## src/rtl/seg7_pkg.sv

```systemverilog
// seg7_pkg
// Shared definitions for the 7-segment display interface: segment bit
// positions, the canonical hex glyph patterns (also used by the display
// encoder), the decode result type and the scan FSM state type.
package seg7_pkg;

  // Segment bit order within the 7-bit pattern (active-high).
  localparam int SEG_A = 6;
  localparam int SEG_B = 5;
  localparam int SEG_C = 4;
  localparam int SEG_D = 3;
  localparam int SEG_E = 2;
  localparam int SEG_F = 1;
  localparam int SEG_G = 0;

  localparam logic [6:0] SEG7_CODE_0 = 7'b1111110;
  localparam logic [6:0] SEG7_CODE_1 = 7'b0110000;
  localparam logic [6:0] SEG7_CODE_2 = 7'b1101101;
  localparam logic [6:0] SEG7_CODE_3 = 7'b1111001;
  localparam logic [6:0] SEG7_CODE_4 = 7'b0110011;
  localparam logic [6:0] SEG7_CODE_5 = 7'b1011011;
  localparam logic [6:0] SEG7_CODE_6 = 7'b1011111;
  localparam logic [6:0] SEG7_CODE_7 = 7'b1110000;
  localparam logic [6:0] SEG7_CODE_8 = 7'b1111111;
  localparam logic [6:0] SEG7_CODE_9 = 7'b1111011;
  localparam logic [6:0] SEG7_CODE_A = 7'b1110111;
  localparam logic [6:0] SEG7_CODE_B = 7'b0011111;
  localparam logic [6:0] SEG7_CODE_C = 7'b1001110;
  localparam logic [6:0] SEG7_CODE_D = 7'b0111101;
  localparam logic [6:0] SEG7_CODE_E = 7'b1001111;
  localparam logic [6:0] SEG7_CODE_F = 7'b1000111;

  typedef struct packed {
    logic [3:0] nibble;
    logic       err;
  } seg7_decode_t;

  typedef enum logic {
    SCAN_SETTLING = 1'b0,
    SCAN_LOCKED   = 1'b1
  } scan_state_t;

endpackage

```

## src/rtl/seg7_pattern_decode.sv

```systemverilog
// seg7_pattern_decode
// Combinational lookup from a 7-segment pattern to its hex value.
// Patterns outside the glyph table decode to nibble 0 with err set.
// Ports:
//   i_pattern  7-bit segment pattern, bit6=a .. bit0=g
//   o_decode   {nibble, err}
module seg7_pattern_decode
  import seg7_pkg::*;
(
  input  logic [6:0]   i_pattern,
  output seg7_decode_t o_decode
);

  always_comb begin
    o_decode.nibble = 4'h0;
    o_decode.err    = 1'b0;
    unique case (i_pattern)
      SEG7_CODE_0: o_decode.nibble = 4'h0;
      SEG7_CODE_1: o_decode.nibble = 4'h1;
      SEG7_CODE_2: o_decode.nibble = 4'h2;
      SEG7_CODE_3: o_decode.nibble = 4'h3;
      SEG7_CODE_4: o_decode.nibble = 4'h4;
      SEG7_CODE_5: o_decode.nibble = 4'h5;
      SEG7_CODE_6: o_decode.nibble = 4'h6;
      SEG7_CODE_7: o_decode.nibble = 4'h7;
      SEG7_CODE_8: o_decode.nibble = 4'h8;
      SEG7_CODE_9: o_decode.nibble = 4'h9;
      SEG7_CODE_A: o_decode.nibble = 4'hA;
      SEG7_CODE_B: o_decode.nibble = 4'hB;
      SEG7_CODE_C: o_decode.nibble = 4'hC;
      SEG7_CODE_D: o_decode.nibble = 4'hD;
      SEG7_CODE_E: o_decode.nibble = 4'hE;
      SEG7_CODE_F: o_decode.nibble = 4'hF;
      default:     o_decode.err    = 1'b1;
    endcase
  end

endmodule

```

## src/rtl/seg7_scan_decoder.sv

```systemverilog
// seg7_scan_decoder
// Watches a multiplexed 7-segment bus and rebuilds the displayed frame.
// Each digit is captured once its sample has been stable for
// STABLE_CYCLES cycles; when every digit has been captured the frame is
// offered on a valid/ready handshake.
// Ports:
//   clk, rst_n     clock, async active-low reset
//   seg_in, dp_in  segment pattern (bit6=a .. bit0=g) and decimal point
//   dig_sel        one-hot digit strobe
//   frame_value    nibble per digit, digit i in [4i+3:4i]
//   frame_dp       dp per digit
//   frame_err      1 = digit pattern not a hex glyph
//   frame_valid    frame available
//   frame_ready    consumer accepts frame
//   overrun        one-cycle pulse, completed frame dropped
//
// state    | meaning
// SETTLING | waiting for the sample to be stable STABLE_CYCLES cycles
// LOCKED   | current sample already captured, wait for it to change
module seg7_scan_decoder
  import seg7_pkg::*;
#(
  parameter int NUM_DIGITS    = 4,
  parameter int STABLE_CYCLES = 4
) (
  input  logic                    clk,
  input  logic                    rst_n,
  input  logic [6:0]              seg_in,
  input  logic                    dp_in,
  input  logic [NUM_DIGITS-1:0]   dig_sel,
  output logic [4*NUM_DIGITS-1:0] frame_value,
  output logic [NUM_DIGITS-1:0]   frame_dp,
  output logic [NUM_DIGITS-1:0]   frame_err,
  output logic                    frame_valid,
  input  logic                    frame_ready,
  output logic                    overrun
);

  localparam int                CNT_W   = $clog2(STABLE_CYCLES + 1);
  localparam logic [CNT_W-1:0]  CNT_MAX = CNT_W'(STABLE_CYCLES);

  logic [6:0]              r_seg;
  logic                    r_dp;
  logic [NUM_DIGITS-1:0]   r_sel;
  logic [CNT_W-1:0]        r_cnt;
  logic [NUM_DIGITS-1:0]   r_seen;
  logic [4*NUM_DIGITS-1:0] r_slot_val;
  logic [NUM_DIGITS-1:0]   r_slot_dp;
  logic [NUM_DIGITS-1:0]   r_slot_err;
  scan_state_t             r_state;

  scan_state_t             w_state_next;
  logic [CNT_W-1:0]        w_cnt_next;
  logic                    w_change;
  logic                    w_in_onehot;
  logic                    w_capture;
  logic                    w_complete;
  logic [NUM_DIGITS-1:0]   w_seen_cap;
  logic [NUM_DIGITS-1:0]   w_seen_next;
  logic [4*NUM_DIGITS-1:0] w_slot_val;
  logic [NUM_DIGITS-1:0]   w_slot_dp;
  logic [NUM_DIGITS-1:0]   w_slot_err;
  seg7_decode_t            w_dec;

  seg7_pattern_decode u_decode (
    .i_pattern (r_seg),
    .o_decode  (w_dec)
  );

  // Stability counter is driven by the incoming bus against the sample
  // register, so it advances on the same edge the sample is taken.
  always_comb begin
    w_change    = ({seg_in, dp_in, dig_sel} != {r_seg, r_dp, r_sel});
    w_in_onehot = (dig_sel != '0) &&
                  ((dig_sel & (dig_sel - NUM_DIGITS'(1))) == '0);
    w_cnt_next  = r_cnt;
    if (!w_in_onehot)
      w_cnt_next = '0;
    else if (w_change)
      w_cnt_next = CNT_W'(1);
    else if (r_cnt != CNT_MAX)
      w_cnt_next = r_cnt + CNT_W'(1);
  end

  // A non-zero count implies the registered strobe is one-hot.
  always_comb begin
    w_capture    = (r_state == SCAN_SETTLING) && (r_cnt == CNT_MAX);
    w_state_next = r_state;
    // A bus change wins over a simultaneous capture so the new sample
    // is not lost behind LOCKED.
    if (w_change)
      w_state_next = SCAN_SETTLING;
    else if (w_capture)
      w_state_next = SCAN_LOCKED;
  end

  // Slot contents including the current capture; the frame copy uses
  // these so the last digit appears in the frame it completes.
  always_comb begin
    w_slot_val = r_slot_val;
    w_slot_dp  = r_slot_dp;
    w_slot_err = r_slot_err;
    for (int i = 0; i < NUM_DIGITS; i++) begin
      if (w_capture && r_sel[i]) begin
        w_slot_val[4*i +: 4] = w_dec.nibble;
        w_slot_dp[i]         = r_dp;
        w_slot_err[i]        = w_dec.err;
      end
    end
    w_seen_cap  = r_seen | (w_capture ? r_sel : '0);
    w_complete  = w_capture && (&w_seen_cap);
    w_seen_next = w_complete ? '0 : w_seen_cap;
  end

  always_ff @(posedge clk or negedge rst_n) begin
    if (!rst_n)
      r_state <= SCAN_SETTLING;
    else
      r_state <= w_state_next;
  end

  always_ff @(posedge clk or negedge rst_n) begin
    if (!rst_n) begin
      r_seg      <= '0;
      r_dp       <= 1'b0;
      r_sel      <= '0;
      r_cnt      <= '0;
      r_seen     <= '0;
      r_slot_val <= '0;
      r_slot_dp  <= '0;
      r_slot_err <= '0;
    end else begin
      r_seg      <= seg_in;
      r_dp       <= dp_in;
      r_sel      <= dig_sel;
      r_cnt      <= w_cnt_next;
      r_seen     <= w_seen_next;
      r_slot_val <= w_slot_val;
      r_slot_dp  <= w_slot_dp;
      r_slot_err <= w_slot_err;
    end
  end

  always_ff @(posedge clk or negedge rst_n) begin
    if (!rst_n) begin
      frame_value <= '0;
      frame_dp    <= '0;
      frame_err   <= '0;
      frame_valid <= 1'b0;
      overrun     <= 1'b0;
    end else begin
      overrun <= 1'b0;
      if (w_complete) begin
        if (!frame_valid || frame_ready) begin
          frame_value <= w_slot_val;
          frame_dp    <= w_slot_dp;
          frame_err   <= w_slot_err;
          frame_valid <= 1'b1;
        end else begin
          overrun <= 1'b1;
        end
      end else if (frame_valid && frame_ready) begin
        frame_valid <= 1'b0;
      end
    end
  end

endmodule
```

## config.mk

```make
export PLATFORM = sky130hd
export DESIGN_NAME = seg7_scan_decoder
export DESIGN_NICKNAME = d
export VERILOG_FILES = /design/src/rtl/seg7_pkg.sv /design/src/rtl/seg7_pattern_decode.sv /design/src/rtl/seg7_scan_decoder.sv
export SDC_FILE = /design/constraint.sdc
export NUM_CORES = 1
export LEC_CHECK = 0
export CAP_MARGIN = 20
export CELL_PAD_IN_SITES_DETAIL_PLACEMENT = 2
export CELL_PAD_IN_SITES_GLOBAL_PLACEMENT = 2
export CORE_AREA = 2 2 93 95
export CTS_BUF_LIST = sky130_fd_sc_hd__clkbuf_8 sky130_fd_sc_hd__clkbuf_16
export DETAILED_ROUTE_END_ITERATION = 8
export DIE_AREA = 0 0 95 97
export PLACE_DENSITY_LB_ADDON = 0.2
export SYNTH_ARGS = -nofsm -noshare
export SYNTH_HDL_FRONTEND = slang
export SYNTH_SLANG_ARGS = --single-unit
```

## constraint.sdc

```tcl
create_clock -name clk -period 4.34 [get_ports clk]
set_input_delay 0.868 -clock clk [delete_from_list [all_inputs] [get_ports clk]]
set_output_delay 0.868 -clock clk [all_outputs]
set_load 0.05 [all_outputs]
```

==> results of run 1 <==
==> state kept, by name (all words and copies together) (netlist names) <==
register / flops
frame_err: 4
r_slot_dp: 4
r_seg: 7
r_state: 1
frame_valid: 1
overrun: 1
r_slot_err: 4
frame_value: 16
r_dp: 1
r_sel: 4
r_cnt: 3
r_seen: 4
r_slot_val: 16
frame_dp: 4
==> critical path, cell delays in order, from the launching register on <==
cell,delay [ps]
dfrtp_1,700
nand2b_1,170
o21ai_0,120
a311oi_1,930
a21oi_1,250
mux2_2,320
==> final cells by class <==
cell class	count	area (um2)
Clock buffer	9	123.9
Clock inverter	7	72.57
Fill cell	813	4364
Inverter	6	22.52
Multi-Input combinational cell	190	1257
Sequential cell	70	1752
Tap cell	105	131.4
Timing Repair Buffer	42	410.4
==> cells in the final DEF, fill, tap and decap left out, types with 3 or more instances in the layout <==
cell type        instances
clkdlybuf4s50_1         39
nand3_1                  5
nand2b_1                 4
dfrtp_1                 70
mux2_2                  22
o21a_1                   4
a21oi_1                 18
nand3b_1                 5
and2_2                   4
clkbuf_8                 9
nand2_1                 28
nor2_1                  29
a31oi_1                  5
o21ai_0                  9
o31ai_1                  5
inv_1                    6
nor4_1                   4
xor2_1                  13
o22ai_1                  3
or4b_2                   3
==> report_power, final <==
part	internal (mW)	switching (mW)
logic	0.0289	0.0382
registers	0.658	0.0182
clock network	0.266	0.266
total	0.953	0.323
==> synthesized netlist by cell type, types with 3 or more instances <==
| master | number | area share |
|---|---|---|
| o21ai_0 | 9 | 0.014 |
| a21oi_1 | 18 | 0.029 |
| xor2_1 | 13 | 0.036 |
| nor4_1 | 4 | 0.0080 |
| dfrtp_1 | 70 | 0.56 |
| inv_1 | 6 | 0.0072 |
| clkbuf_1 | 11 | 0.013 |
| nor2_1 | 29 | 0.035 |
| or4b_2 | 3 | 0.0096 |
| nand3_1 | 5 | 0.0080 |
| nand3b_1 | 5 | 0.012 |
| o22ai_1 | 3 | 0.0060 |
| nand2_1 | 28 | 0.034 |
| and2_2 | 4 | 0.0096 |
| o21a_1 | 4 | 0.0096 |
| nand2b_1 | 4 | 0.0080 |
| a31oi_1 | 5 | 0.010 |
| o31ai_1 | 5 | 0.012 |
| mux2_2 | 22 | 0.079 |
==> final timing paths <==
check,to,startpoint,slack [ps]
worst max-delay path,frame_value[11],r_seg[6],1750
worst min-delay path,r_slot_err[2],r_slot_err[2],480
worst max register to register,frame_value[11],r_seg[6],1750
worst min register to register,r_slot_err[2],r_slot_err[2],480
max in group asynchronous,frame_value[7],rst_n,2730
min in group asynchronous,r_cnt[0],rst_n,640
==> cells by family after synthesis <==
group           count (synthesis)
flops                          70
simple gates                   99
xor+xnor                       15
buf+inv                        23
compound gates                 50
fa+ha+maj                       2
mux                            24
==> stage by stage <==
stage                     instances  instance area (um2)  utilization  hold slack [ps]
final                           429                 3770       0.4635            478.1
after floorplan                 283                 3136            -            437.3
after global routing            429                 3770       0.4635            522.7
after detailed placement        413                 3573       0.4393            465.8
after CTS                       429                 3770       0.4635            483.7
after global placement          413                 3573       0.4393            457.5
==> layer usage <==
layer | up-vias | track usage
met5 | - | 0
met2 | 30 | 0.3006
met1 | 1147 | 0.2565
li1 | 1057 | -
met3 | 9 | 0.02414
met4 | 0 | 0.07023
==> metrics.yaml, run 1 <==
route:
  met1Wirelength_um: 3636
  first_iter_violations: 60
  route.detailed.wl_per_inst_um: 18.46
  highest_layer: "met4"
  met3_length_um: 155
  vias: 2243
  drtPass1Iterations: 4
  antenna_left: 0
  routed_wl_um: 7920
  wl_met2_um: 4018
  avgViaCountPerCell: 5.228
  drcViolationCount: 0
yosys:
  synth.net_count: 300
  async_reset_ff_frac: 1.000
  avgSynthCellArea_um2: 11.08
  synthFlopType: "dfrtp_1"
  synth_simple_gate_area_share: 0.1664
  synthMuxAreaShare: 0.08739
  ys_warn_count: 0
  synth-seq-cells: 70
  yosys.area_share.xor_xnor: 0.04190
  synth_compound_area_frac: 0.09737
  syn_inst: 283
  ys_seq_area_frac: 0.5587
  ys_types: 43
  synth-edff-count: 0
  syn-cell-area_mm2: 0.003136
  synth_top_family_by_area: "simple AND/OR/NAND/NOR gates"
  synth_fa_ha_area_frac: 0.007981
timing:
  worstMarginPinSlew_ps: 1090
  period_minus_slack_ps: 2588
  rsz0062_at_grt: "false"
  timing.final.ws_setup_ps: 1752
  clock-skew-final_ps: 12.13
  finalMaxSlewViolations: 0
  fin_crit_sh: 0.5963
  relSlewSlack: 0.2682
  final-setup-viol-count: 0
  final.setup.tns_ps: 0
  hold_violations: 0
  max_freq_mhz: 386.4
critical_path:
  worstPathArrival_ps: 2830
  start_kind: "flip-flop"
  end_kind: "flip-flop"
  worstPathRequired_ps: 4590
  critical_path_class: "flip-flop to flip-flop"
  crit_path_max_fanout: 18
  reg2regPathDepth: 5
finish:
  diodes: 0
  drive_above_1_share: 0.1605
  final_nets: 336
  area_growth_pct: 20.23
placed_design:
  hpwl_um: 5372
  place.gp.congestion: 0.7649
  pre_cts_ws_ps: 1724
  io_buffers: 40
min_path:
  min_path_type: "flip-flop to flip-flop"
  holdPathStages: 2
floorplan:
  die_y_um: 97
  die_area_mm2: 0.009215
  initial_core_util: 0.3855
  rows: 33
  die_width_um: 95
  io_pins: 41
  core_region_area_mm2: 0.008134
pwr:
  p_per_area_mw_per_mm2: 338.4
  vdd_drop_max_uv: 167.3
  total_power_mw: 1.276
  p_leak_nw: 1.709
clock_tree:
  cts_buffers: 9
  cts-resized-gates: 0
  cts_hold_buf: 0
  cts_setup_buffers: 0
  root_buffer: "clkbuf_8"
  clockBufferDepth: 2
  insertion_delay_ps: 350
  tritoncts: "yes"
  cts.sinks: 70
  htree_num_levels: 3
  clk_pin_slew_worst_paths_ps: 80
global_routing:
  grt_pass1_wl_um: 13030
  antenna_found_initial: 0
  grt.total_usage: 0.1869
  grt_max_degree: 40
  grt_pass1_vias: 2490
  globalRouteOverflowTotal: 0
run_status:
  status: "completed"
job:
  drv_cap: 0
Power figures use the tool's default switching activity.
==> run 2: changes to the inputs <==
CORE_AREA = 2 2 97 99   (was 2 2 93 95)
DIE_AREA = 0 0 99 101   (was 0 0 95 97)
clock period = 2.63 ns   (was 4.34 ns; I/O delays follow)
==> run 2 against run 1 <==
Effect of this change:
- first-iteration DRC count increased by 6.7%
- routed wire length increased by 1.5%
- sequential cell count unchanged
- cell area increased by 3.1%
- register-to-register slack got worse by 1500 ps
- combinational power increased by 90%
- non-clock buffer count increased by 10
- critical path type unchanged
- critical endpoint is now frame_value[0]
==> metrics.yaml, run 2 (synthesis results as in run 1) <==
run_status:
  status: "completed"
placed_design:
  dp_cells: 429  # +3.9%
  io_buffers: 40  # unchanged
  hpwl_um: 5666  # +5.5%
  place.gp.congestion: 0.8232  # +7.6%
finish:
  drive_above_1_share: 0.1832  # +0.02269
  diodes: 0  # unchanged
  postLayoutCoreUtil: 0.4330  # -0.03044
  final_common_cell: "dfrtp_1"
  layout_common_cells: "70 x dfrtp_1, 39 x clkdlybuf4s50_1, 29 x nor2_1"
  final_nets: 346  # +3.0%
  nFillCells: 939  # +15%
  final_cells: 444  # +3.5%
  area_growth_pct: 23.98
  top_regs: "frame_value: 16 flops, r_slot_val: 16 flops, r_seg: 7 flops"
floorplan:
  rows: 35  # +6.1%
  die_width_um: 99  # +4.2%
  core_region_area_mm2: 0.008977  # +10%
  initial_core_util: 0.3493  # -0.03621
  die_area_mm2: 0.009999  # +8.5%
  die_y_um: 101  # +4.1%
  io_pins: 41  # unchanged
clock_tree:
  insertion_delay_ps: 350  # about the same
  tritoncts: "yes"
  cts_buffers: 9  # unchanged
  cts-resized-gates: 0  # unchanged
  cts_setup_buffers: 0  # unchanged
  htree_num_levels: 3  # unchanged
  clockBufferDepth: 2  # unchanged
  root_buffer: "clkbuf_8"
  clk_pin_slew_worst_paths_ps: 80  # about the same
  cts_hold_buf: 0  # unchanged
  cts.sinks: 70  # unchanged
timing:
  hold_slack_ps: 282.2  # -196.0 ps
  final-setup-viol-count: 0  # unchanged
  max_freq_mhz: 426.8  # +10%
  period_minus_slack_ps: 2343  # -245.2 ps
  relSlewSlack: 0.3993  # +0.1312
  finalMaxSlewViolations: 0  # unchanged
  final.setup.tns_ps: 0  # unchanged
  hold_violations: 0  # unchanged
  fin_crit_sh: 0.8908  # +0.2945
  rsz0062_at_grt: "false"
  worstMarginPinSlew_ps: 892.8  # -197.6 ps
  clock-skew-final_ps: 7.797  # -4.332 ps
critical_path:
  worstPathArrival_ps: 2580  # -250 ps
  end_kind: "flip-flop"
  start_kind: "flip-flop"
  critical_path_class: "flip-flop to flip-flop"
  timing.rr.start: "r_seg[6]"
  crit_path_max_fanout: 10  # -8
  cp-startpoint: "r_seg[6]"
  worstPathRequired_ps: 2870  # -1720 ps
global_routing:
  grt_max_degree: 36  # -10%
  grt_pass1_wl_um: 13520  # +3.8%
  antenna_found_initial: 0  # unchanged
  grt_pass1_vias: 2546  # +2.2%
  grt.total_usage: 0.1779  # -0.008947
  globalRouteOverflowTotal: 0  # unchanged
min_path:
  min_path_type: "input port to asynchronous set/reset pin"
route:
  drcViolationCount: 0  # unchanged
  routed_wl_um: 8038  # +1.5%
  route.detailed.wl_per_inst_um: 18.10  # -1.9%
  first_iter_violations: 64  # +6.7%
  drtPass1Iterations: 4  # unchanged
  avgViaCountPerCell: 5.122  # -2.0%
  vias: 2274  # +1.4%
  antenna_left: 0  # unchanged
job:
  drv_cap: 0  # unchanged
pwr:
  vdd_drop_max_uv: 270.5  # +62%
  p_leak_nw: 1.774  # +3.8%
  p_per_area_mw_per_mm2: 569.7  # +68%
-- run 2: critical path, stage by stage (launching register included) --
cell and delay, ps:
dfrtp_1 480, nor2b_1 180, o2111a_1 250, nor4_1 780, a21oi_1 240, mux2_2 310
-- run 2: path summary, 6_finish.rpt --
kind                       cells past startpoint             end  slack, ps
min in group clk                               2   r_slot_err[2]        480
max in group asynchronous                      2   r_slot_val[8]       1650
min                                            1        r_cnt[0]        280
min reg2reg                                    2   r_slot_err[2]        480
max                                            5  frame_value[0]        290
max reg2reg                                    5  frame_value[0]        290
-- run 2: power breakdown --
group / total, mW / internal, mW / switching (mW)
clock: 0.979 / 0.556 / 0.422
combinational: 0.127 / 0.0567 / 0.0705
sequential: 1.11 / 1.09 / 0.0229
-- run 2: per-layer routing --
metal | vias to the layer above | global-route usage | share of wire
li1 | 1075 | - | -
met1 | 1160 | 0.2270 | 0.46
met2 | 28 | 0.3004 | 0.51
met3 | 11 | 0.03121 | 0.020
met4 | 0 | 0.07271 | 0.016
met5 | - | 0 | 0
-- run 2: final cells by class --
type	count	area [um2]	area share
clock inverter	5	81.33	0.02092
inverter	6	22.52	0.005793
clock buffer	10	137.6	0.03540
multi-input combinational	190	1257	0.3235
sequential	70	1752	0.4506
timing repair buffer	52	498.0	0.1281
tap	111	138.9	0.03573
-- run 2: per-stage QoR --
step	area, um2	total power [mW]	setup WS (ps)
finish	3887	2.215	287.1
global route	3887	2.303	64.21
CTS	3887	2.245	232.0
detailed placement	3669	1.261	245.3
global placement	3669	1.256	323.0
floorplan	3136	1.177	308.0
